[config.mk]
export PLATFORM = sky130hd
export DESIGN_NAME = cgra_ctx_mem_responder
export DESIGN_NICKNAME = d
export VERILOG_FILES = /design/src/rtl/cgra_ctx_mem_responder.sv
export SDC_FILE = /design/constraint.sdc
export NUM_CORES = 1
export LEC_CHECK = 0
export ABC_AREA = 1
export CAP_MARGIN = 20
export CORE_MARGIN = 3
export CORE_UTILIZATION = 47
export CTS_CLUSTER_DIAMETER = 60
export DETAILED_ROUTE_END_ITERATION = 10
export GPL_TIMING_DRIVEN = 0
export PLACE_DENSITY_LB_ADDON = 0.1
export SLEW_MARGIN = 20
export SYNTH_ARGS = -nofsm -noshare
export SYNTH_HDL_FRONTEND = slang
export SYNTH_SLANG_ARGS = --single-unit
[constraint.sdc]
create_clock -name clk_i -period 2.4 [get_ports clk_i]
set_input_delay 0.72 -clock clk_i [delete_from_list [all_inputs] [get_ports clk_i]]
set_output_delay 0.72 -clock clk_i [all_outputs]
set_load 0.01 [all_outputs]
[src/rtl/cgra_ctx_mem_responder.sv]
// OBI slave for the CGRA context-memory window; read-modify-write for partial stores.
// Optional `CGRA_CTX_ERR_CAPTURE_EN adds a sticky out-of-range error capture.
module cgra_ctx_mem_responder #(
    parameter logic [31:0] START_ADDR  = 32'hF000_0000,
    parameter logic [31:0] WINDOW_SIZE = 32'h0010_0000,
    parameter int          MEM_DEPTH   = 1024,
    parameter logic [31:0] ERR_DATA    = 32'hBADC_AB1E,
    localparam int         AW          = $clog2(MEM_DEPTH)
) (
    input  logic          clk_i,
    input  logic          rst_ni,
`ifdef CGRA_CTX_ERR_CAPTURE_EN
    output logic          err_o,
    output logic [31:0]   err_addr_o,
    input  logic          err_clr_i,
`endif
    input  logic          req_i,
    input  logic          we_i,
    input  logic [3:0]    be_i,
    input  logic [31:0]   addr_i,
    input  logic [31:0]   wdata_i,
    output logic          gnt_o,
    output logic          rvalid_o,
    output logic [31:0]   rdata_o,
    output logic          mem_req_o,
    output logic          mem_we_o,
    output logic [AW-1:0] mem_addr_o,
    output logic [31:0]   mem_wdata_o,
    input  logic [31:0]   mem_rdata_i,
    input  logic          mem_busy_i
);

    typedef enum logic [1:0] {IDLE, RMW_MERGE, RMW_WRITE} state_t;

    state_t        state_q, state_d;
    logic [31:0]   offset;
    logic [32:0]   win_end;
    logic          in_range;
    logic [AW-1:0] idx;
    logic          grant;

    logic          gnt, mreq, mwe;
    logic [AW-1:0] maddr;
    logic [31:0]   mwdata;
    logic          resp, resp_mem;
    logic [31:0]   resp_data;

    logic          rvalid_q, rd_mem_q;
    logic [31:0]   hold_q;
    logic [AW-1:0] idx_q;
    logic [31:0]   wdata_q, merged_q, merged_d;
    logic [3:0]    be_q;

    assign offset   = addr_i - START_ADDR;
    assign win_end  = {1'b0, START_ADDR} + {1'b0, WINDOW_SIZE};
    assign in_range = (addr_i >= START_ADDR)
                   && ({1'b0, addr_i} < win_end)
                   && (offset[31:2] < 30'(MEM_DEPTH));
    assign idx      = offset[AW+1:2];
    assign grant    = req_i && (state_q == IDLE) && !mem_busy_i;

    always_comb begin
        state_d   = state_q;
        gnt       = 1'b0;
        mreq      = 1'b0;
        mwe       = 1'b0;
        maddr     = '0;
        mwdata    = '0;
        resp      = 1'b0;
        resp_mem  = 1'b0;
        resp_data = '0;
        unique case (state_q)
            IDLE: begin
                if (grant) begin
                    gnt  = 1'b1;
                    resp = 1'b1;
                    if (!in_range) begin
                        resp_data = we_i ? 32'h0 : ERR_DATA;
                    end else if (!we_i) begin
                        mreq     = 1'b1;
                        maddr    = idx;
                        resp_mem = 1'b1;
                    end else if (be_i == 4'hF) begin
                        mreq   = 1'b1;
                        mwe    = 1'b1;
                        maddr  = idx;
                        mwdata = wdata_i;
                    end else if (be_i != 4'h0) begin
                        // response deferred until the merged write lands
                        mreq    = 1'b1;
                        maddr   = idx;
                        resp    = 1'b0;
                        state_d = RMW_MERGE;
                    end
                end
            end
            RMW_MERGE: state_d = RMW_WRITE;
            RMW_WRITE: begin
                if (!mem_busy_i) begin
                    mreq    = 1'b1;
                    mwe     = 1'b1;
                    maddr   = idx_q;
                    mwdata  = merged_q;
                    resp    = 1'b1;
                    state_d = IDLE;
                end
            end
            default: state_d = IDLE;
        endcase
    end

    always_comb begin
        merged_d = '0;
        for (int b = 0; b < 4; b++) begin
            merged_d[8*b +: 8] = be_q[b] ? wdata_q[8*b +: 8]
                                         : mem_rdata_i[8*b +: 8];
        end
    end

    // Strobes are combinational; gating with reset forces them low at once.
    assign gnt_o       = rst_ni && gnt;
    assign mem_req_o   = rst_ni && mreq;
    assign mem_we_o    = rst_ni && mwe;
    assign mem_addr_o  = rst_ni ? maddr  : '0;
    assign mem_wdata_o = rst_ni ? mwdata : '0;
    assign rvalid_o    = rvalid_q;
    assign rdata_o     = (rvalid_q && rd_mem_q) ? mem_rdata_i : hold_q;

    always_ff @(posedge clk_i or negedge rst_ni) begin
        if (!rst_ni) begin
            state_q  <= IDLE;
            rvalid_q <= 1'b0;
            rd_mem_q <= 1'b0;
            hold_q   <= '0;
            idx_q    <= '0;
            wdata_q  <= '0;
            be_q     <= '0;
            merged_q <= '0;
        end else begin
            state_q  <= state_d;
            rvalid_q <= resp;
            rd_mem_q <= resp_mem;
            if (resp && !resp_mem) begin
                hold_q <= resp_data;
            end else if (rvalid_q && rd_mem_q) begin
                hold_q <= mem_rdata_i;
            end
            if (gnt && state_d == RMW_MERGE) begin
                idx_q   <= idx;
                wdata_q <= wdata_i;
                be_q    <= be_i;
            end
            if (state_q == RMW_MERGE) begin
                merged_q <= merged_d;
            end
        end
    end

`ifdef CGRA_CTX_ERR_CAPTURE_EN
    logic err_hit;
    assign err_hit = gnt && !in_range;

    always_ff @(posedge clk_i or negedge rst_ni) begin
        if (!rst_ni) begin
            err_o      <= 1'b0;
            err_addr_o <= '0;
        end else if (err_hit && (!err_o || err_clr_i)) begin
            err_o      <= 1'b1;
            err_addr_o <= addr_i;
        end else if (err_clr_i) begin
            err_o      <= 1'b0;
            err_addr_o <= '0;
        end
    end
`endif

endmodule

==> impl_metrics.env, run 1 <==
export IMPL_path_clk_slew_ps=50
export IMPL_path_delay_family="buffers and inverters"
export IMPL_clock_path_buffers=2
export IMPL_final_cells=1230
export IMPL_worst_ep_required_time_ps=1680
export IMPL_rr_worst_depth=7
export IMPL_placed_area_um2=8010
export IMPL_diodes=0
export IMPL_synth_warnings=0
export IMPL_crit_end="mem_wdata_o[25]"
export IMPL_pre_cts_ws_ps=-1560
export IMPL_rsz0062_at_grt="yes"
export IMPL_synth_distinct_cells=24
export IMPL_flow_area_growth_from_synthesis_pct=62.6
export IMPL_async_reset_ff_share_pct=100
export IMPL_syn_area_per_cell_um2=7.45
export IMPL_antenna_found_initial=0
export IMPL_finalSetupViolations=44
export IMPL_tightestPinTransition_ps=597
export IMPL_grt_pass1_vias=6673
export IMPL_nets=1156
export IMPL_min_path_type="input port to asynchronous set/reset pin"
export IMPL_yosysSeqAreaShare_pct=48.8
export IMPL_start_util_pct=48.5
export IMPL_cts_buffers=17
export IMPL_syn_area_um2=5850
export IMPL_max_freq_mhz=337
export IMPL_utilization_pct=78.8
export IMPL_rr_endpoint="hold_q[22]"
export IMPL_cts_tree="built"
export IMPL_fin_crit_ps=2970
export IMPL_cp_slowest_cell="nor3_4"
export IMPL_clkLatencyLatePin_ps=410
export IMPL_ctsHoldBuffers=0
export IMPL_first_iter_violations=704
export IMPL_path_cells="buf_6 > nor2_4 > nand2_1 > nor2_2 > inv_2 > nor3_4 > buf_6 > buf_12 > buf_8 > nand4_1 > a21oi_2 > buf_2"
export IMPL_drt_total_wl_um=23000
export IMPL_drv_cap=0
export IMPL_start_kind="input port"
export IMPL_crit_path_max_incr_delay_ps=220
export IMPL_finish_instance_area_um2=9510
export IMPL_status="complete, but fails checks"
export IMPL_timing_hold_ws_ps=125
export IMPL_worst_path_most_repeated_cell="buf_6"
export IMPL_skew_ps=4.31
export IMPL_wl_per_cell_um=18.7
export IMPL_synth_top_cell_by_area="dfrtp_1"
export IMPL_dp_hpwl_um=13500
export IMPL_crit_start="addr_i[20]"
export IMPL_power_mw=4.97
export IMPL_gp_congestion=0.825
export IMPL_relSlewSlack_pct=60.2
export IMPL_synth_seq_cells=114
export IMPL_io_buffers=180
export IMPL_dieArea_um2=13800
export IMPL_tns_ps=-19470
export IMPL_dp_cells=1134
export IMPL_cp_depth=12
export IMPL_rows=40
export IMPL_synth_edf_count=0
export IMPL_final_period_utilization_pct=124
export IMPL_r2r_start="state_q[0]"
export IMPL_p_per_area_nw_per_um2=523
export IMPL_path_max_fanout=5
export IMPL_coreArea_um2=12100
export IMPL_htree_levels=4
export IMPL_violations="setup timing"
export IMPL_worstSetupPathType="input port to output port"
export IMPL_drv_slew=0
export IMPL_grt_max_degree=40
export IMPL_ys_flop_type="dfrtp_1"
export IMPL_pin_count=183
export IMPL_fp_dieW_um=118
export IMPL_first_pass_iters=5
export IMPL_cts_sinks=114
export IMPL_grt_use_total_pct=31.6
export IMPL_grt_pass1_wl_um=34700
export IMPL_worst_slack_ps=-566
export IMPL_antenna_left=0
export IMPL_ys_top_cells_by_area="dfrtp_1, nand2_1, a21oi_1, o21ai_0, nor2_1"
export IMPL_synth_top_area_share_pct=48.8
export IMPL_arrival_ps=2250
export IMPL_drive_above_1_share_pct=31.8
export IMPL_synth_cells=785
export IMPL_vdd_ir_drop_max_uv=452
export IMPL_num_vias=6798
export IMPL_syn_num_nets=890
export IMPL_leakage_nw=4.61
export IMPL_gr_total_overflow=0
export IMPL_reg2reg_slack_ps=430
export IMPL_critPathBufInv=6
export IMPL_viasPerCell=5.53
export IMPL_hold_viol=0
export IMPL_root_buffer="clkbuf_16"
export IMPL_endpoint_kind="output port"
export IMPL_drc=0
export IMPL_die_h_um=118
-- area by class of cell --
cell class,instances,area [um2]
inverter,49,191
sequential,114,2850
clock buffer,24,492
fill,792,2550
timing repair buffer,247,2230
clock inverter,6,55.1
multi-input combinational,572,3000
buffer,50,472
tap,168,210
-- registers in the layout, indices dropped and copies added (netlist names) --
name,flops
merged_q,32
hold_q,32
rvalid_o,1
idx_q,10
be_q,4
rd_mem_q,1
wdata_q,32
state_q,2
-- cell usage in the layout, fill, tap and decap left out, types with 5 or more instances in the layout --
cell             count
a21boi_0             6
a21boi_1             7
a21oi_1             39
a21oi_2             37
buf_12               5
buf_2               68
buf_4               47
buf_6               33
buf_8                6
clkbuf_1            14
clkbuf_16           23
clkbuf_2            13
clkbuf_8             8
clkdlybuf4s15_2      9
clkdlybuf4s50_1     75
clkinv_2             5
dfrtp_1            114
dlygate4sd2_1       10
inv_1               36
inv_2                9
nand2_1            252
nand2_2             13
nand2_4              6
nand4_1             43
nor2_1              75
nor2_4               8
o21ai_0             32
o21ai_1             11
o21ai_2             21
-- what timing repair did --
item,in CTS,in global routing
pin swaps,40,29
buffers inserted,43,16
gates resized for setup,491,107
endpoints found under the setup margin,77,148
gates cloned,9,4
-- metal layers --
metal / global-route usage (%) / up-vias / share of wire [%]
met1: 39.5 / 3220 / 40
met2: 51.9 / 402 / 47
li1: - / 3088 / -
met4: 13.6 / 0 / 4.4
met3: 8.79 / 88 / 8.0
met5: 0 / - / 0
-- cells by family (layout without fill, tap and decap cells) --
group                  Yosys count  after routing  share of synthesized area (%)
AND/OR/NAND/NOR                418            418                           30.0
AO/OA/AOI/OAI                  154            154                           13.8
flip-flops                     114            114                           48.8
buffers and inverters           99            376                           7.43
-- worst min-delay path by stage --
stage | depth (start not counted) | slack [ps] | endpoint
global placement | 2 | 460 | wdata_q[14]
floorplan | 0 | 420 | be_q[0]
global route | 1 | 110 | merged_q[31]
CTS | 1 | 120 | wdata_q[20]
detailed placement | 2 | 470 | wdata_q[0]
finish | 1 | 130 | hold_q[26]
-- where the power goes --
part | total (mW) | internal (mW) | switching, mW
Clock | 2.36 | 1.51 | 0.847
Sequential | 1.98 | 1.97 | 0.0118
Combinational | 0.637 | 0.317 | 0.320
-- cell usage after synthesis (2+ instances only) --
library cell,n
a21boi_0,7
a21boi_1,6
a21oi_1,76
buf_2,17
buf_6,5
clkbuf_1,26
dfrtp_1,114
inv_1,40
inv_2,8
nand2_1,270
nand3_1,9
nand3_2,3
nand4_1,43
nor2_1,83
nor2_2,4
nor3_1,2
nor3_4,2
o21ai_0,64
Power figures use the tool's default switching activity.
==> inputs of run 2 (changes only) <==
--- a/config.mk
+++ b/config.mk
@@ -7,13 +7,12 @@
 export LEC_CHECK = 0
 export ABC_AREA = 1
 export CAP_MARGIN = 20
-export CORE_MARGIN = 3
+export CORE_MARGIN = 4
 export CORE_UTILIZATION = 47
 export CTS_CLUSTER_DIAMETER = 60
 export DETAILED_ROUTE_END_ITERATION = 10
 export GPL_TIMING_DRIVEN = 0
 export PLACE_DENSITY_LB_ADDON = 0.1
-export SLEW_MARGIN = 20
 export SYNTH_ARGS = -nofsm -noshare
 export SYNTH_HDL_FRONTEND = slang
 export SYNTH_SLANG_ARGS = --single-unit
==> run 2 against run 1 <==
Against the previous run: the run still ends with setup timing left; sequential power hardly changed; sequential cell count unchanged; cell count about the same; largest cell class unchanged.
==> impl_metrics.env, run 2 (synthesis gave the netlist of run 1 again) <==
export IMPL_worst_slack_ps=-464
export IMPL_crit_end="mem_wdata_o[17]"
export IMPL_reg_top3="hold_q: 32 flops, merged_q: 32 flops, wdata_q: 32 flops"
export IMPL_rr_endpoint="hold_q[27]"
export IMPL_rows=40
export IMPL_first_iter_violations=856
export IMPL_gp_congestion=0.836
export IMPL_reg2reg_slack_ps=410
export IMPL_path_cells="buf_6 > nor2_4 > buf_6 > nand2_4 > nor2_4 > inv_2 > nor3_4 > buf_6 > buf_8 > nand4_1 > a21oi_2 > buf_2"
export IMPL_rr_worst_depth=7
export IMPL_viasPerCell=5.67
export IMPL_clockPowerShare_pct=50.3
export IMPL_grt_pass1_vias=6875
export IMPL_final_common_cell="nand2_1"
export IMPL_root_buffer="clkbuf_16"
export IMPL_cp_depth=12
export IMPL_antenna_found_initial=1
export IMPL_clkLatencyLatePin_ps=420
export IMPL_path_clk_slew_ps=50
export IMPL_grt_pass1_wl_um=35500
export IMPL_drc=0
export IMPL_nets=1154
export IMPL_start_util_pct=48.3
export IMPL_tightestPinTransition_ps=641
export IMPL_dieArea_um2=14300
export IMPL_intPower_mw=4.03
export IMPL_min_path_type="input port to asynchronous set/reset pin"
export IMPL_crit_path_max_incr_delay_ps=200
export IMPL_status="complete, but fails checks"
export IMPL_tns_ps=-16470
export IMPL_worst_path_most_repeated_cell="buf_6"
export IMPL_grt_max_degree=42
export IMPL_start_kind="input port"
export IMPL_drt_total_wl_um=23800
export IMPL_p_seq_share_pct=37.5
export IMPL_p_sw_mw=1.24
export IMPL_wl_per_cell_um=19.3
export IMPL_relSlewSlack_pct=57.2
export IMPL_finalSetupViolations=46
export IMPL_num_vias=6977
export IMPL_leakage_nw=4.61
export IMPL_pin_count=183
export IMPL_endpoint_kind="output port"
export IMPL_fin_crit_ps=2860
export IMPL_grt_use_total_pct=31.5
export IMPL_p_per_area_nw_per_um2=551
export IMPL_rsz0062_at_grt="yes"
export IMPL_gr_total_overflow=0
export IMPL_antenna_left=0
export IMPL_vdd_ir_drop_max_uv=448
export IMPL_fp_dieW_um=120
export IMPL_switching_share_pct=23.5
export IMPL_worstSetupPathType="input port to output port"
export IMPL_drive_above_1_share_pct=32.6
export IMPL_cts_tree="built"
export IMPL_path_delay_family="buffers and inverters"
export IMPL_first_pass_iters=5
export IMPL_drv_slew=0
export IMPL_cp_slowest_cell="buf_6"
export IMPL_critPathBufInv=6
export IMPL_flow_area_growth_from_synthesis_pct=63.3
export IMPL_nFillCells=820
export IMPL_dp_hpwl_um=13700
export IMPL_crit_start="addr_i[24]"
export IMPL_pre_cts_ws_ps=-1620
export IMPL_r2r_start="state_q[1]"
export IMPL_ctsHoldBuffers=0
export IMPL_io_buffers=180
export IMPL_placed_area_um2=8010
export IMPL_skew_ps=10.7
export IMPL_cts_buffers=17
export IMPL_hold_viol=0
export IMPL_drv_cap=0
export IMPL_clock_path_buffers=2
export IMPL_utilization_pct=78.8
export IMPL_cts_sinks=114
export IMPL_path_max_fanout=5
export IMPL_die_h_um=120
export IMPL_max_freq_mhz=349
export IMPL_htree_levels=4
export IMPL_pwr_share_comb_pct=12.2
export IMPL_violations="setup timing"
export IMPL_finish_instance_area_um2=9550
export IMPL_coreArea_um2=12100
export IMPL_final_cell_mix="nand2_1, dfrtp_1, clkdlybuf4s50_1"
export IMPL_final_period_utilization_pct=119
export IMPL_arrival_ps=2140
export IMPL_worst_ep_required_time_ps=1680
==> run 2: cell types whose count changed in the layout (fill, tap and decap cells not counted), sizes merged, moves of 2 or more <==
| cell | delta |
|---|---|
| clkinv | -2 |
| bufinv | +2 |
| buf | -4 |
| clkinvlp | +3 |
| clkdlybuf4s15 | +4 |
| dlygate4sd2 | -5 |
==> run 2: stage by stage <==
step           hold WS (ps)  cells  power, mW
2_1_floorplan           424    785       2.16
3_3_place_gp            462   1133       2.51
3_5_place_dp            465   1134       2.52
4_1_cts                 121   1215       5.19
5_1_grt                 121   1231       5.39
6_report                121   1231       5.26
==> run 2: final cells by class <==
class	count	area, um2	area share, %
multi-input cells	572	2990	31.3
well taps	168	210	2.20
clock inverters	9	128	1.34
repair buffers	245	2250	23.6
inverters	49	186	1.95
plain buffers	50	435	4.56
flip-flops and latches	114	2850	29.9
diodes	1	2.50	0.0262
clock buffers	23	488	5.11
==> run 2: power groups by stage <==
stage	logic (mW)	registers, mW	clock network, mW
2_1_floorplan	0.155	2.01	0
3_3_place_gp	0.502	2.01	0
3_5_place_dp	0.512	2.01	0
4_1_cts	0.582	1.98	2.63
5_1_grt	0.681	1.98	2.73
6_report	0.640	1.98	2.65
==> run 2: worst register-to-register path: cells and delay by family, from the launching register on <==
kind / cells / cell delay [ps]
DFF: 1 / 400
buffers and inverters: 3 / 670
and+or+nand+nor: 4 / 870
==> run 2: worst min-delay path by stage <==
stage / startpoint / endpoint / slack [ps]
3_3_place_gp: wdata_q[15] / wdata_q[15] / 460
3_5_place_dp: wdata_q[23] / wdata_q[23] / 460
4_1_cts: rst_ni / hold_q[15] / 120
6_report: rst_ni / merged_q[17] / 120
5_1_grt: rst_ni / hold_q[19] / 120
2_1_floorplan: rst_ni / be_q[0] / 420
==> run 2: what timing repair did <==
item | CTS | global route
pin swaps | 38 | 50
buffers inserted | 38 | 19
resized for setup | 492 | 94
cloned | 11 | 1
endpoints found under the setup margin | 77 | 148
==> run 2: per-layer routing <==
layer	global-route usage [%]	routed length (um)	vias to the layer above	share of wire [%]
met5	0	0	-	0
met2	53.2	11600	473	49
li1	-	-	3093	-
met3	7.21	2300	71	9.7
met1	39.0	9040	3340	38
met4	13.2	798	0	3.4
